==> config.mk <==
export PLATFORM = sky130hd
export DESIGN_NAME = uart_tx_arbiter
export DESIGN_NICKNAME = d
export VERILOG_FILES = /design/src/rtl/uart_tx_arbiter.sv
export SDC_FILE = /design/constraint.sdc
export NUM_CORES = 1
export LEC_CHECK = 0
export CORE_MARGIN = 2
export CORE_UTILIZATION = 51
export DETAILED_ROUTE_END_ITERATION = 12
export PLACE_DENSITY = 0.89
export SETUP_SLACK_MARGIN = 0.02
export SYNTH_ARGS = -nofsm -noshare
export SYNTH_HDL_FRONTEND = slang
export SYNTH_SLANG_ARGS = --single-unit
==> constraint.sdc <==
create_clock -name clk -period 4.6 [get_ports clk]
set_clock_uncertainty 0.15 [all_clocks]
set_input_delay 0.46 -clock clk [delete_from_list [all_inputs] [get_ports clk]]
set_output_delay 0.46 -clock clk [all_outputs]
set_load 0.005 [all_outputs]
==> src/rtl/uart_tx_arbiter.sv <==
// uart_tx_arbiter: round-robin sharing of one Uart8 transmitter among NUM_REQ byte producers,
// with per-byte completion pulses and a watchdog that abandons a stalled byte.
module uart_tx_arbiter #(
  parameter int NUM_REQ = 4,
  parameter int TIMEOUT_CYCLES = 20000
) (
  input  logic                         clk,
  input  logic                         rstN,
  input  logic [NUM_REQ-1:0]           req,
  input  logic [8*NUM_REQ-1:0]         reqData,
  output logic [NUM_REQ-1:0]           grant,
  output logic [NUM_REQ-1:0]           done,
  output logic                         timeoutErr,
  output logic [$clog2(NUM_REQ)-1:0]   activeId,
  output logic                         txEn,
  output logic                         txStart,
  output logic [7:0]                   txByte,
  input  logic                         txBusy,
  input  logic                         txDone
);
  localparam int IW = $clog2(NUM_REQ);
  localparam int WW = $clog2(TIMEOUT_CYCLES + 1);
  typedef enum logic [1:0] {IDLE, LAUNCH, SENDING, GAP} stateT;
  stateT state, stateNext;
  logic [IW-1:0] last, lastNext, idNext, pick, cand;
  logic [WW-1:0] wd, wdNext;
  logic [NUM_REQ-1:0] grantNext, doneNext;
  logic [7:0] byteNext;
  logic timeoutNext, startNext, found, expire, counting;
  int scan;
  // first requester after the one granted last, wrapping modulo NUM_REQ
  always_comb begin
    found = 1'b0;
    pick = '0;
    scan = 0;
    cand = '0;
    for (int k = 1; k <= NUM_REQ; k++) begin
      scan = (int'(last) + k) % NUM_REQ;
      cand = IW'(scan);
      if (!found && req[cand]) begin
        found = 1'b1;
        pick = cand;
      end
    end
  end
  assign counting = (state == LAUNCH) || (state == SENDING);
  assign expire = counting && (wd == WW'(TIMEOUT_CYCLES - 1));
  always_comb begin
    stateNext = state;
    grantNext = '0;
    doneNext = '0;
    timeoutNext = 1'b0;
    startNext = txStart;
    byteNext = txByte;
    idNext = activeId;
    lastNext = last;
    wdNext = (counting && wd != WW'(TIMEOUT_CYCLES)) ? wd + WW'(1) : wd;
    case (state)
      IDLE: if (found) begin
        stateNext = LAUNCH;
        grantNext[pick] = 1'b1;
        byteNext = reqData[8*pick +: 8];
        idNext = pick;
        lastNext = pick;
        startNext = 1'b1;
        wdNext = '0;
      end
      LAUNCH: if (expire) begin
        stateNext = GAP;
        timeoutNext = 1'b1;
        startNext = 1'b0;
      end else if (txBusy) begin
        stateNext = SENDING;
        startNext = 1'b0;
      end
      // a completion on the expiry edge still counts as delivered
      SENDING: if (txDone) begin
        stateNext = GAP;
        doneNext[activeId] = 1'b1;
      end else if (expire) begin
        stateNext = GAP;
        timeoutNext = 1'b1;
      end
      default: stateNext = IDLE;
    endcase
  end
  always_ff @(posedge clk or negedge rstN) begin
    if (!rstN) begin
      state <= IDLE;
      grant <= '0;
      done <= '0;
      timeoutErr <= 1'b0;
      txStart <= 1'b0;
      txEn <= 1'b0;
      txByte <= '0;
      activeId <= '0;
      last <= IW'(NUM_REQ - 1);
      wd <= '0;
    end else begin
      state <= stateNext;
      grant <= grantNext;
      done <= doneNext;
      timeoutErr <= timeoutNext;
      txStart <= startNext;
      txEn <= 1'b1;
      txByte <= byteNext;
      activeId <= idNext;
      last <= lastNext;
      wd <= wdNext;
    end
  end
endmodule

After elaboration in Yosys (flattened, before gate mapping)
Cells that the tools add are included.
{"block": "totals", "ff_bits": 40, "output_inout_bits": 21, "wordCells": 87}
{"block": "op_classes", "add_sub_neg": 5, "magnitude_cmp": 8, "n_eq_ne": 7, "reduce_logical": 16, "muxes": 40, "shift": 1}
{"cell": "$mux W15", "count": 3}
{"cell": "$shiftx A32 B6 Y8", "count": 1}
{"cell": "$lt A2 B3 Y1 const B", "count": 6}
{"cell": "$mux W2", "count": 9}
{"cell": "$mux W4", "count": 4}
{"cell": "$add A15 B1 Y15 const B", "count": 1}
{"cell": "$eq A15 B15 Y1 const B", "count": 1}
{"cell": "$mux W1", "count": 15}
{"cell": "$ne A15 B15 Y1 const B", "count": 1}
{"cell": "$bmux W1 S2", "count": 4}
{"cell": "$logic_and A1 B1 Y1", "count": 7}
{"cell": "$ne A3 B3 Y1 const B", "count": 2}
{"cell": "$pmux W2 S3", "count": 1}
{"cell": "$reduce_and A3 Y1", "count": 2}
{"cell": "$add A2 B1 Y2 const B", "count": 2}
{"cell": "$add A2 B2 Y2 const B", "count": 2}
{"cell": "$demux W1 S2", "count": 2}
{"cell": "$ge A2 B1 Y1 const B", "count": 2}
{"cell": "$pmux W1 S2", "count": 2}
{"cell": "$logic_not A1 Y1", "count": 3}
{"cell": "$eq A2 B1 Y1 const B", "count": 1}
{"cell": "$eq A2 B2 Y1 const B", "count": 1}
{"cell": "$logic_not A2 Y1", "count": 1}
{"cell": "$ne A2 B2 Y1 const B", "count": 1}
{"cell": "other kinds (3)", "count": 3}

Logic depth before layout (Yosys ltp)
{"block": "logic_depth", "word_depth": 19, "ltp_mapped": 8, "mapped_depth_nobuf": 7}

Worst setup path before layout
OpenSTA, ideal clock, no wires.
{"block": "synth_timing", "kind": "register to register", "start": "reg state[0]", "end": "reg state[1]", "required_ns": 4.325, "setup_slack_ns": 2.526, "arrival_time_ns": 1.799, "stages_incl_launch_ff": 8, "path_buffers": 1, "cell_sequence": "dfrtp_1 > inv_1 > ha_1 > clkbuf_1 > nand4_1 > nor4b_4 > o21ai_2 > mux2_4"}
{"block": "synth_between", "elab_chain_len": 5, "word_cells_on_any_way": 11, "classes_between": "eq/ne: 5; mux: 2; reduce/logical: 4"}
{"item": "from (decl)", "line_no": "24", "source": "stateT state, stateNext;"}
{"item": "from (signal assigned)", "line_no": "100", "source": "state <= stateNext;"}
{"item": "$eq A2 B1 Y1 / $eq A2 B2 Y1 (equally long branches)", "line_no": "46, 58"}
{"item": "$logic_or A1 B1 Y1", "line_no": "46", "source": "assign counting = (state == LAUNCH) || (state == SENDING);"}
{"item": "$logic_and A1 B1 Y1", "line_no": "47", "source": "assign expire = counting && (wd == WW'(TIMEOUT_CYCLES - 1));"}
{"item": "$mux W2", "line_no": "68", "source": "LAUNCH: if (expire) begin"}
{"item": "$pmux W2 S3 *", "line_no": "58", "source": "case (state)"}
{"item": "named net stateNext[1]", "line_no": "24"}
The timed path passes the listed nets; every way through them passes the cells marked *.
A chain may end at the register's enable or synchronous reset.

Worst setup path in the final report
{"block": "layout_timing", "start": "in req[3]", "end": "reg txByte[5]"}
{"block": "layout_between", "elab_chain_len": 13, "word_cells_on_any_way": 24, "classes_between": "shift: 1; mux: 16; reduce/logical: 7"}
{"item": "from (decl)", "line_no": "9", "source": "input logic [NUM_REQ-1:0] req,"}
{"item": "$bmux W1 S2", "line_no": "40", "source": "if (!found && req[cand]) begin"}
{"item": "$mux W1 (implied by the code)", "line_no": "40"}
{"item": "$mux W1", "line_no": "40"}
{"item": "$logic_not A1 Y1", "line_no": "40"}
{"item": "$logic_and A1 B1 Y1", "line_no": "40"}
{"item": "$mux W1", "line_no": "40"}
{"item": "$logic_not A1 Y1", "line_no": "40"}
{"item": "$logic_and A1 B1 Y1", "line_no": "40"}
{"item": "$mux W1", "line_no": "40"}
{"item": "$logic_not A1 Y1", "line_no": "40"}
{"item": "$logic_and A1 B1 Y1", "line_no": "40"}
{"item": "$mux W2 / $mux W1 (equally long branches)", "line_no": "40"}
{"item": "$shiftx A32 B6 Y8 / $reduce_and A2 Y1 (equally long branches)"}
{"item": "to (signal assigned)", "line_no": "106", "source": "txByte <= byteNext;"}
{"item": "to (decl)", "line_no": "17", "source": "output logic [7:0] txByte,"}
Parallel ways exist; a longest one is shown, timed or not. The select of a mux whose other input is x is not followed.

==> impl_metrics.tcl <==
set metrics [dict create \
    status "complete, no violations" \
    clk_pin_slew_ps 90 \
    finalCritPeriodShare 0.502 \
    ios 61 \
    synth-async-reset-ratio 1.00 \
    powerDensity_nw_per_um2 508 \
    synth_area_um2 2160 \
    clock.fmax_mhz 433 \
    yosys-top-cells-count "dfrtp_1, nor2_1, nand2_1" \
    synth.distinct_cells 41 \
    hold_buffers 0 \
    numCtsBuffers 5 \
    slew_headroom 0.408 \
    area_growth_syn_to_layout_pct 34.7 \
    crit_fanout 22 \
    ctsResizeCount 0 \
    diodes 0 \
    clk_latency_ps 300 \
    synth_largest_area_cell "dfrtp_1" \
    grt_pass1_wl_mm 9.28 \
    dr.pass1.iters 4 \
    yosysWarnings 0 \
    post-cts-setup-buffers 0 \
    cp-end-kind "flop" \
    synthFlopType "dfrtp_1" \
    setup.worst_path.class "input port to flop" \
    setup_violations 0 \
    synth_edf_count 0 \
    clkSinkCount 40 \
    cts_tree "done" \
    post-synth-top-count-cell "dfrtp_1" \
    dp_cells 327 \
    ant_nets 0 \
    dieArea_um2 4780 \
    seq_area_frac_synth 0.464 \
    arrival_ps 2330 \
    routed_wl_mm 5.41 \
    fin_cells 335 \
    drt-initial-drc-count 142 \
    clockRootBuffer "clkbuf_8" \
    core_um2 4030 \
    ir_drop_v 0.000269 \
    max_slew.worst_pin.slew_ps 888 \
    cts-htree-levels 2 \
    leakagePower_nw 1.25 \
    avgSynthCellArea_um2 9.66 \
    overflow 0 \
    portBuffers 60 \
    cp_data_required_time_ps 4620 \
    rsz0062_at_grt "no" \
    routed_via_density 5.55 \
    layout-drive-gt1-share 0.0702 \
    cts.path.max_buffers 2 \
    die_width_um 69.1 \
    wl_per_cell_um 16.1 \
    fin_tns_setup_ps 0 \
    grtUsageTotal 0.240 \
    timing.final.hold_violations 0 \
    synth_top_area_share 0.440 \
    netlist_instances 224 \
    hpwlAfterDp_mm 3.96 \
    num_rows 23 \
    grt_max_degree 41 \
    grt_pass1_vias 1908 \
    synthesis.nets 270 \
    synth_seq_cells 40 \
    num_vias 1858 \
    hold_class "input port to asynchronous set/reset pin" \
    post-route-util 0.723 \
    maxSlewViolCount 0 \
    chipHeight_um 69.1 \
    fin_crit_ps 2310 \
    place.gp.congestion 0.874 \
    grt_antenna_before_repair 0 \
    crit_path_start_kind "input port" \
    drc 0 \
    max_cap_viol_count 0 \
    finalNetCount 330 \
    synth_area_leaders "dfrtp_1, mux2i_1, nor2_1" \
    initial_core_util 0.537 \
]
## registers in the layout, indices dropped and copies added (netlist names)
register	cells
activeId	2
done	4
grant	4
last	2
state	2
timeoutErr	1
txByte	8
txEn	1
txStart	1
wd	15
## metal layers
| metal | vias to the layer above | global-route usage | routed length [um] |
|---|---|---|---|
| li1 | 906 | - | - |
| met1 | 888 | 0.293 | 2240 |
| met2 | 52 | 0.405 | 2790 |
| met3 | 12 | 0.0643 | 255 |
| met4 | 0 | 0.0915 | 116 |
| met5 | - | 0 | 0 |
## worst paths after layout
path | startpoint | to | slack, ps | cells after the start
min | rstN | grant[2] | 120 | 1
max | req[3] | txByte[5] | 2290 | 7
max reg2reg | state[1] | state[1] | 2420 | 6
min in group clk | activeId[1] | done[1] | 340 | 1
min reg2reg | activeId[1] | done[1] | 340 | 1
max in group asynchronous | rstN | txByte[2] | 3610 | 1
## final cells by class
class | count | area (um^2)
Clock inverter | 3 | 47.5
Timing Repair Buffer | 61 | 603
Sequential cell | 40 | 1000
Inverter | 7 | 26.3
Tap cell | 50 | 62.6
Clock buffer | 5 | 68.8
Multi-Input combinational cell | 169 | 1100
Fill cell | 300 | 1110
## worst max-delay path: stages
cell and delay (ps):
clkdlybuf4s50_1 500, nor4_1 480, nor2b_1 90, buf_4 230, nand2_1 360, a21o_1 140, o211ai_1 80
## report_power, final
part | internal [mW] | switching [mW] | total, mW
Sequential | 0.452 | 0.0781 | 0.530
Clock | 0.163 | 0.131 | 0.294
Combinational | 0.321 | 0.336 | 0.657
## cells in the final DEF (no fill, tap or decap), drive strengths merged, types with 6 or more instances in the layout
cell | synthesis | routed
clkdlybuf4s50 | 0 | 59
dfrtp | 38 | 38
nor2 | 27 | 27
nand2 | 22 | 22
nand3 | 14 | 14
o21ai | 13 | 13
mux2i | 11 | 11
o211ai | 11 | 11
a21o | 9 | 9
inv | 7 | 7
xor2 | 7 | 7
xnor2 | 6 | 6
ha | 6 | 6
## through the flow
step | worst slack, ps | hold WS, ps | instance area (um^2) | power (mW)
finish | 2290 | 122 | 2910 | 1.48
global route | 2160 | 207 | 2910 | 1.59
CTS | 2290 | 150 | 2910 | 1.49
detailed placement | 1980 | 327 | 2800 | 1.19
global placement | 2090 | 317 | 2800 | 1.16
floorplan | 2530 | 14.4 | 2160 | 0.923
## cells by family after synthesis
| family | count (synthesis) | synth area share |
|---|---|---|
| and+or+nand+nor | 91 | 0.217 |
| AOI/OAI and AO/OA | 46 | 0.145 |
| DFF | 40 | 0.464 |
| buffers and inverters | 15 | 0.0266 |
| xor gates and xnor gates | 13 | 0.0526 |
| muxes | 12 | 0.0578 |
| adders and majority gates | 6 | 0.0347 |
| other | 1 | 0.00173 |
Power figures use the tool's default switching activity.
